## src/rtl/i2s_mic_receiver.sv

```systemverilog
// I2S master receiver for one MEMS microphone: generates SCK/WS, deserialises SD,
// and publishes a signed sample plus a saturated 8-bit magnitude once per frame.
module i2s_mic_receiver #(
  parameter int CLK_DIV      = 4,
  parameter int SAMPLE_WIDTH = 16,
  parameter int CHANNEL      = 0
) (
  input  logic                    clk,
  input  logic                    rst,
  output logic                    i2s_sck,
  output logic                    i2s_ws,
  input  logic                    i2s_sd,
  output logic [SAMPLE_WIDTH-1:0] sample,
  output logic                    sample_valid,
  output logic [7:0]              level
);

  localparam int DW = (CLK_DIV > 2) ? $clog2(CLK_DIV) : 1;
  localparam int SW = SAMPLE_WIDTH;

  logic [DW-1:0] div;
  logic          sck;
  logic [5:0]    bit_cnt;
  logic [SW-1:0] shift;

  logic          tick;
  logic          rise_tick;
  logic          fall_tick;
  logic [4:0]    slot_bit;
  logic          capture;
  logic          publish;
  logic [SW-1:0] captured;
  logic [SW:0]   ext;
  logic [SW:0]   abs_v;
  logic [7:0]    level_next;

  assign tick      = (div == DW'(CLK_DIV - 1));
  assign rise_tick = tick && !sck;
  assign fall_tick = tick && sck;
  assign slot_bit  = bit_cnt[4:0];
  assign capture   = rise_tick && (slot_bit != 5'd0) && (slot_bit <= 5'(SW));
  assign publish   = rise_tick && (slot_bit == 5'(SW)) && (bit_cnt[5] == 1'(CHANNEL));
  assign captured  = {shift[SW-2:0], i2s_sd};

  // Magnitude at SW+1 bits so the most negative code does not wrap; it saturates to 8'hFF.
  always_comb begin
    ext        = {captured[SW-1], captured};
    abs_v      = ext[SW] ? (~ext + 1'b1) : ext;
    level_next = abs_v[SW-1] ? 8'hFF : 8'(abs_v >> (SW - 9));
  end

  always_ff @(posedge clk) begin
    if (rst) begin
      div          <= '0;
      sck          <= 1'b0;
      bit_cnt      <= '0;
      shift        <= '0;
      sample       <= '0;
      level        <= '0;
      sample_valid <= 1'b0;
    end else begin
      div          <= tick ? '0 : div + 1'b1;
      sample_valid <= publish;
      if (tick)
        sck <= ~sck;
      if (fall_tick)
        bit_cnt <= bit_cnt + 1'b1;
      if (capture)
        shift <= captured;
      if (publish) begin
        sample <= captured;
        level  <= level_next;
      end
    end
  end

  assign i2s_sck = sck;
  assign i2s_ws  = bit_cnt[5];

endmodule

```

## config.mk

```make
export PLATFORM = sky130hd
export DESIGN_NAME = i2s_mic_receiver
export DESIGN_NICKNAME = d
export VERILOG_FILES = /design/src/rtl/i2s_mic_receiver.sv
export SDC_FILE = /design/constraint.sdc
export NUM_CORES = 1
export LEC_CHECK = 0
export ABC_AREA = 0
export CAP_MARGIN = 15
export CORE_ASPECT_RATIO = 1.1
export CORE_MARGIN = 2
export CORE_UTILIZATION = 57
export CTS_CLUSTER_DIAMETER = 200
export DETAILED_ROUTE_END_ITERATION = 10
export PLACE_DENSITY = 0.8
export SETUP_SLACK_MARGIN = 0.2
export SLEW_MARGIN = 20
export SYNTH_ARGS = -nofsm -noshare
export SYNTH_HDL_FRONTEND = slang
export SYNTH_SLANG_ARGS = --single-unit
```

## constraint.sdc

```tcl
create_clock -name clk -period 5 [get_ports clk]
set_input_delay 1 -clock clk [delete_from_list [all_inputs] [get_ports clk]]
set_output_delay 1 -clock clk [all_outputs]
set_load 0.02 [all_outputs]
```

==> results of run 1 <==
==> synth_stat cells, types with 2 or more instances <==
cell	instances	area (um2)
dfxtp_1	49	980.9
o31ai_1	3	22.52
nand2_1	54	202.7
nand3_1	15	75.07
nor3_1	9	45.04
or2_2	2	12.51
clkbuf_1	15	56.30
nand4_1	2	12.51
xnor2_1	7	61.31
or4_4	2	22.52
o41ai_1	2	17.52
nor3b_1	2	15.01
buf_2	2	10.01
nor2_1	14	52.55
o211ai_1	4	30.03
xor2_1	4	35.03
or3_1	3	18.77
inv_1	3	11.26
a21oi_1	35	175.2
ha_1	3	37.54
==> routing by layer <==
layer,vias to the layer above,global-route usage [%],share of wire (%)
met2,51,37.77,50
li1,879,-,-
met4,0,7.337,1.5
met3,8,5.871,5.5
met1,801,28.08,43
met5,-,0,0
==> flip-flops by register name, summed over array words and instances (netlist names) <==
register	flops
bit_cnt	6
div	2
i2s_sck	1
level	8
sample	16
sample_valid	1
shift	15
==> power by group through the flow <==
stage	Clock (mW)	Combinational, mW	Sequential, mW
2_1_floorplan	0	0.0146	0.404
4_1_cts	0.226	0.0214	0.395
3_5_place_dp	0	0.0213	0.403
5_1_grt	0.246	0.0239	0.395
3_3_place_gp	0	0.0213	0.403
6_report	0.221	0.0215	0.395
==> kinds of logic after synthesis <==
kind of cell,share of synthesized area (%)
simple gates,25.65
compound gates,14.06
flops,48.57
buf+inv,4.584
xor+xnor,4.771
fa+ha+maj,1.859
mux,0.4957
==> worst max-delay path, delay by kind of cell <==
kind,cells,cell delay (ns)
AOI/OAI and AO/OA,3,0.60
buffers and inverters,1,0.44
and+or+nand+nor,2,1.07
==> worst max-delay path by stage <==
stage / slack (ns) / cells past startpoint / end / start
2_1_floorplan: 2.40 / 6 / level[6]$_SDFFE_PP0P_ / i2s_sd
3_5_place_dp: 1.81 / 6 / level[5]$_SDFFE_PP0P_ / i2s_sd
3_3_place_gp: 1.85 / 6 / level[5]$_SDFFE_PP0P_ / i2s_sd
6_report: 2.20 / 6 / level[5]$_SDFFE_PP0P_ / i2s_sd
5_1_grt: 2.11 / 6 / level[5]$_SDFFE_PP0P_ / i2s_sd
4_1_cts: 2.22 / 6 / level[5]$_SDFFE_PP0P_ / i2s_sd
==> final cells by class <==
type                       count  area share, %
inverter                       3         0.4710
timing repair buffer          33          13.40
clock inverter                 2          1.465
multi-input combinational    174          39.56
tap                           48          2.512
clock buffer                   5          1.570
sequential                    49          41.03
==> metrics by stage <==
stage	power, mW	util (%)	setup slack, ns	cells
after floorplan	0.4185	-	2.402	245
after detailed placement	0.4248	69.04	1.814	307
after global routing	0.6655	71.20	2.111	314
after global placement	0.4247	69.04	1.852	307
final	0.6375	71.20	2.203	314
after CTS	0.6426	71.20	2.223	314
==> layout by cell type (no fill, tap or decap), types with 2 or more instances in the layout <==
cell	Yosys	final
o31ai_1	3	3
xor2_1	4	4
or3_1	3	3
or2_2	2	2
nand3_1	15	15
nand4_1	2	2
o41ai_1	2	2
nand2_1	54	54
nor3b_1	2	2
nor2_1	14	14
xnor2_1	7	7
inv_1	3	3
clkbuf_4	0	5
dfxtp_1	49	49
a21oi_1	35	35
ha_1	3	3
or4_4	2	2
clkdlybuf4s50_1	0	29
buf_4	0	4
o211ai_1	4	4
nor3_1	9	9
==> impl_metrics.json, run 1 <==
{
  "outcome": "completed",
  "synth_ff_type": "dfxtp_1",
  "cp_cell_sequence": "clkdlybuf4s50_1 -> or4_1 -> or2_2 -> o311ai_1 -> o211ai_1 -> a21oi_1",
  "fill_cells": 300,
  "syn_to_final_growth_pct": 18.40,
  "cts_setup_buffers": 0,
  "max_stage_delay_ns": 0.67,
  "internal_power_mw": 0.5027,
  "relSlewSlack_pct": 42.46,
  "async_reset_ff_share_pct": 0,
  "place_area_mm2": 0.002318,
  "cellPowerDensity_mw_per_mm2": 266.6,
  "p_comb_share_pct": 3.4,
  "numCtsBuffers": 5,
  "drc": 0,
  "yosysUniqueCellTypes": 35,
  "reg2reg_from": "bit_cnt[0]$_SDFFE_PP0P_",
  "p_clk_share_pct": 34.7,
  "whs_ns": 0.4307,
  "fp.dieW_um": 60.75,
  "grt_max_degree": 50,
  "cap_violations": 0,
  "htreeDepth": 2,
  "clk-insertion-delay-late_ns": 0.37,
  "antenna_found_initial": 0,
  "worst_path_max_delay_cell": "or4_1",
  "hold_viol": 0,
  "ir_drop_v": 0.0002361,
  "seq_area_frac_synth_pct": 48.57,
  "grt_pass1_vias": 1506,
  "overflow": 0,
  "cp_max_fo": 8,
  "viasPerCell": 5.538,
  "avgSynthCellArea_um2": 8.243,
  "crit_type": "primary input to register",
  "finalClockSkew_ns": 0.004716,
  "setup_viol": 0,
  "clk_path_buf_depth": 2,
  "wl_per_cell_um": 12.63,
  "dr.first_iter.drc_count": 97,
  "holdCritStartpoint": "div[0]$_SDFF_PP0_",
  "power_frac_seq_pct": 61.9,
  "final_cell_area_mm2": 0.002391,
  "power_leakage_nw": 0.7914,
  "rr_worst_depth": 7,
  "hp-class": "register to register",
  "cts.clk_slew.worst_paths_ns": 0.13,
  "fin_crit_ns": 2.797,
  "required_ns": 5.31,
  "routed_wirelength_mm": 3.966,
  "yosys_warnings": 0,
  "track_usage_pct": 22.67,
  "r2r_slack_ns": 2.78,
  "die_h_um": 66.43,
  "p_switching_mw": 0.1348,
  "vias": 1739,
  "cts.repair.resized": 0,
  "rsz0062_at_grt": "no",
  "fp-row-count": 22,
  "syn_area_mm2": 0.002019,
  "drive_above_1_share_pct": 6.015,
  "cts_tree": "done",
  "power_switching_share_pct": 21.15,
  "holdPathStages": 1,
  "holdPathEnd": "div[0]$_SDFF_PP0_",
  "syn_inst": 245,
  "slew_viol_final": 0,
  "crit_path_end_kind": "register",
  "r2r-end": "level[0]$_SDFFE_PP0P_",
  "ant_nets": 0,
  "dieArea_mm2": 0.004035,
  "fin_nets": 272,
  "finalSetupTns_ns": 0,
  "synthesis.nets": 251,
  "synth_seq_cells": 49,
  "dpl.hpwl_mm": 2.573,
  "seqCellArea_um2": 980.9,
  "cts_hold_buf": 0,
  "grt_pass1_wl_mm": 6.810,
  "worst_pin_slew_ns": 0.8625,
  "fmax_mhz": 357.5,
  "startpoint_type": "primary input",
  "cts_root_buffer": "clkbuf_4",
  "multi_input_area_um2": 945.9,
  "cp.arrival_ns": 3.11,
  "fin_crit_sh_pct": 55.95,
  "firstDrtPassIters": 4,
  "n_antenna_cell": 0,
  "core_area_mm2": 0.003358,
  "ios": 30,
  "start_util_pct": 60.13,
  "synth_edf_count": 0,
  "io_buffers": 29,
  "clock-sinks": 49,
  "gp_congestion": 0.7949
}
No activity file was read; power rests on OpenSTA's default activity.
==> inputs of run 2 (changes only) <==
CORE_UTILIZATION = 48   (was 57)
PLACE_DENSITY = 0.72   (was 0.8)
clock period = 2.4 ns   (was 5 ns; I/O delays follow)
==> impl_metrics.json, run 2 (same netlist as run 1, synthesis figures left out) <==
{
  "cts_hold_buf": 0,
  "dr.first_iter.drc_count": 116,
  "final_common_cell": "nand2_1",
  "grt_pass1_wl_mm": 7.134,
  "cp.arrival_ns": 2.29,
  "p_clk_share_pct": 39.9,
  "rsz0062_at_grt": "no",
  "die_h_um": 72.03,
  "viasPerCell": 5.342,
  "whs_ns": 0.4386,
  "power_leakage_nw": 0.8510,
  "cp_max_fo": 4,
  "rr_worst_depth": 5,
  "p_total_mw": 1.453,
  "routed_wirelength_mm": 4.154,
  "p_comb_share_pct": 3.5,
  "dieArea_mm2": 0.004743,
  "place_area_mm2": 0.002381,
  "fp.dieW_um": 65.85,
  "power_switching_share_pct": 20.74,
  "wl_per_cell_um": 12.78,
  "syn_to_final_growth_pct": 25.09,
  "cts_setup_buffers": 0,
  "fin_nets": 278,
  "htreeDepth": 2,
  "holdPathStages": 1,
  "grt_max_degree": 50,
  "fmax_mhz": 486.3,
  "cts_tree": "done",
  "slew_viol_final": 0,
  "io_buffers": 29,
  "clock-sinks": 49,
  "largest_reg_flops": 16,
  "finalClockSkew_ns": 0.008827,
  "ant_nets": 0,
  "drive_above_1_share_pct": 9.890,
  "fp-row-count": 24,
  "clk_path_buf_depth": 2,
  "vias": 1736,
  "firstDrtPassIters": 4,
  "start_util_pct": 50.56,
  "cts.clk_slew.worst_paths_ns": 0.09,
  "finalSetupTns_ns": 0,
  "hp-class": "register to register",
  "final_cell_area_mm2": 0.002526,
  "cellPowerDensity_mw_per_mm2": 575.1,
  "fin_crit_sh_pct": 85.67,
  "ios": 30,
  "internal_power_mw": 1.151,
  "startpoint_type": "primary input",
  "drc": 0,
  "n_antenna_cell": 0,
  "fin_crit_ns": 2.056,
  "worst_pin_slew_ns": 0.4976,
  "reg.largest.list": "sample (16), shift (15), level (8)",
  "crit_type": "primary input to register",
  "p_switching_mw": 0.3014,
  "gp_congestion": 0.8117,
  "clk-insertion-delay-late_ns": 0.30,
  "setup_viol": 0,
  "grt_pass1_vias": 1614,
  "cap_violations": 0,
  "largest_register": "sample",
  "ir_drop_v": 0.0004597,
  "relSlewSlack_pct": 66.74,
  "crit_path_end_kind": "register",
  "track_usage_pct": 19.00,
  "hold_viol": 0,
  "dpl.hpwl_mm": 2.723,
  "overflow": 0,
  "final_cell_mix": "nand2_1, dfxtp_1, a21oi_1, clkdlybuf4s50_1, nand3_1",
  "antenna_found_initial": 0,
  "numCtsBuffers": 5,
  "cts_root_buffer": "clkbuf_8",
  "required_ns": 2.63,
  "power_frac_seq_pct": 56.5,
  "outcome": "completed",
  "core_area_mm2": 0.003994
}
[run 2: routing by layer]
layer	wire length, um	GRT usage, %
met5	0	0
met4	42	6.944
met3	145	3.566
met2	2055	33.56
met1	1911	22.84
[run 2: critical path: stages]
cell	delay [ns]
clkdlybuf4s50_1	0.45
or4_4	0.47
or2_4	0.30
o311ai_2	0.29
o211ai_1	0.15
a21oi_1	0.15
[run 2: final cells by class]
| type | instances | area [um2] |
|---|---|---|
| flip-flops and latches | 49 | 980.9 |
| inverters | 3 | 11.26 |
| fillers | 356 | 1468 |
| clock inverters | 2 | 38.79 |
| clock buffers | 6 | 72.57 |
| well taps | 52 | 65.06 |
| repair buffers | 39 | 377.9 |
| multi-input cells | 174 | 979.7 |
[run 2: what timing repair did]
action / CTS / global route
pin swaps: 0 / 1
setup endpoints to repair: 2 / 6
gates resized for setup: 1 / 5
gates cloned: 0 / 0
[run 2: worst paths after layout]
path,to,slack (ns),startpoint
worst max-delay path,level[5]$_SDFFE_PP0P_,0.34,i2s_sd
worst min-delay path,div[0]$_SDFF_PP0_,0.44,div[0]$_SDFF_PP0_
worst min register to register,div[0]$_SDFF_PP0_,0.44,div[0]$_SDFF_PP0_
worst max register to register,level[5]$_SDFFE_PP0P_,0.35,shift[8]$_SDFFE_PP0P_
[run 2: per-stage QoR]
step	setup WS, ns	instances	utilization (%)
final	0.3438	325	63.25
after global routing	0.2558	325	63.25
after CTS	0.2201	325	62.47
after detailed placement	-0.1308	317	59.62
after global placement	-0.09447	317	59.62
after floorplan	0.3217	245	-
[run 2: power by group through the flow]
| stage | sequential [mW] | combinational [mW] | clock, mW |
|---|---|---|---|
| 2_1_floorplan | 0.842 | 0.0304 | 0 |
| 4_1_cts | 0.822 | 0.0505 | 0.593 |
| 6_report | 0.821 | 0.0516 | 0.580 |
| 3_3_place_gp | 0.840 | 0.0493 | 0 |
| 3_5_place_dp | 0.840 | 0.0497 | 0 |
| 5_1_grt | 0.823 | 0.0570 | 0.622 |
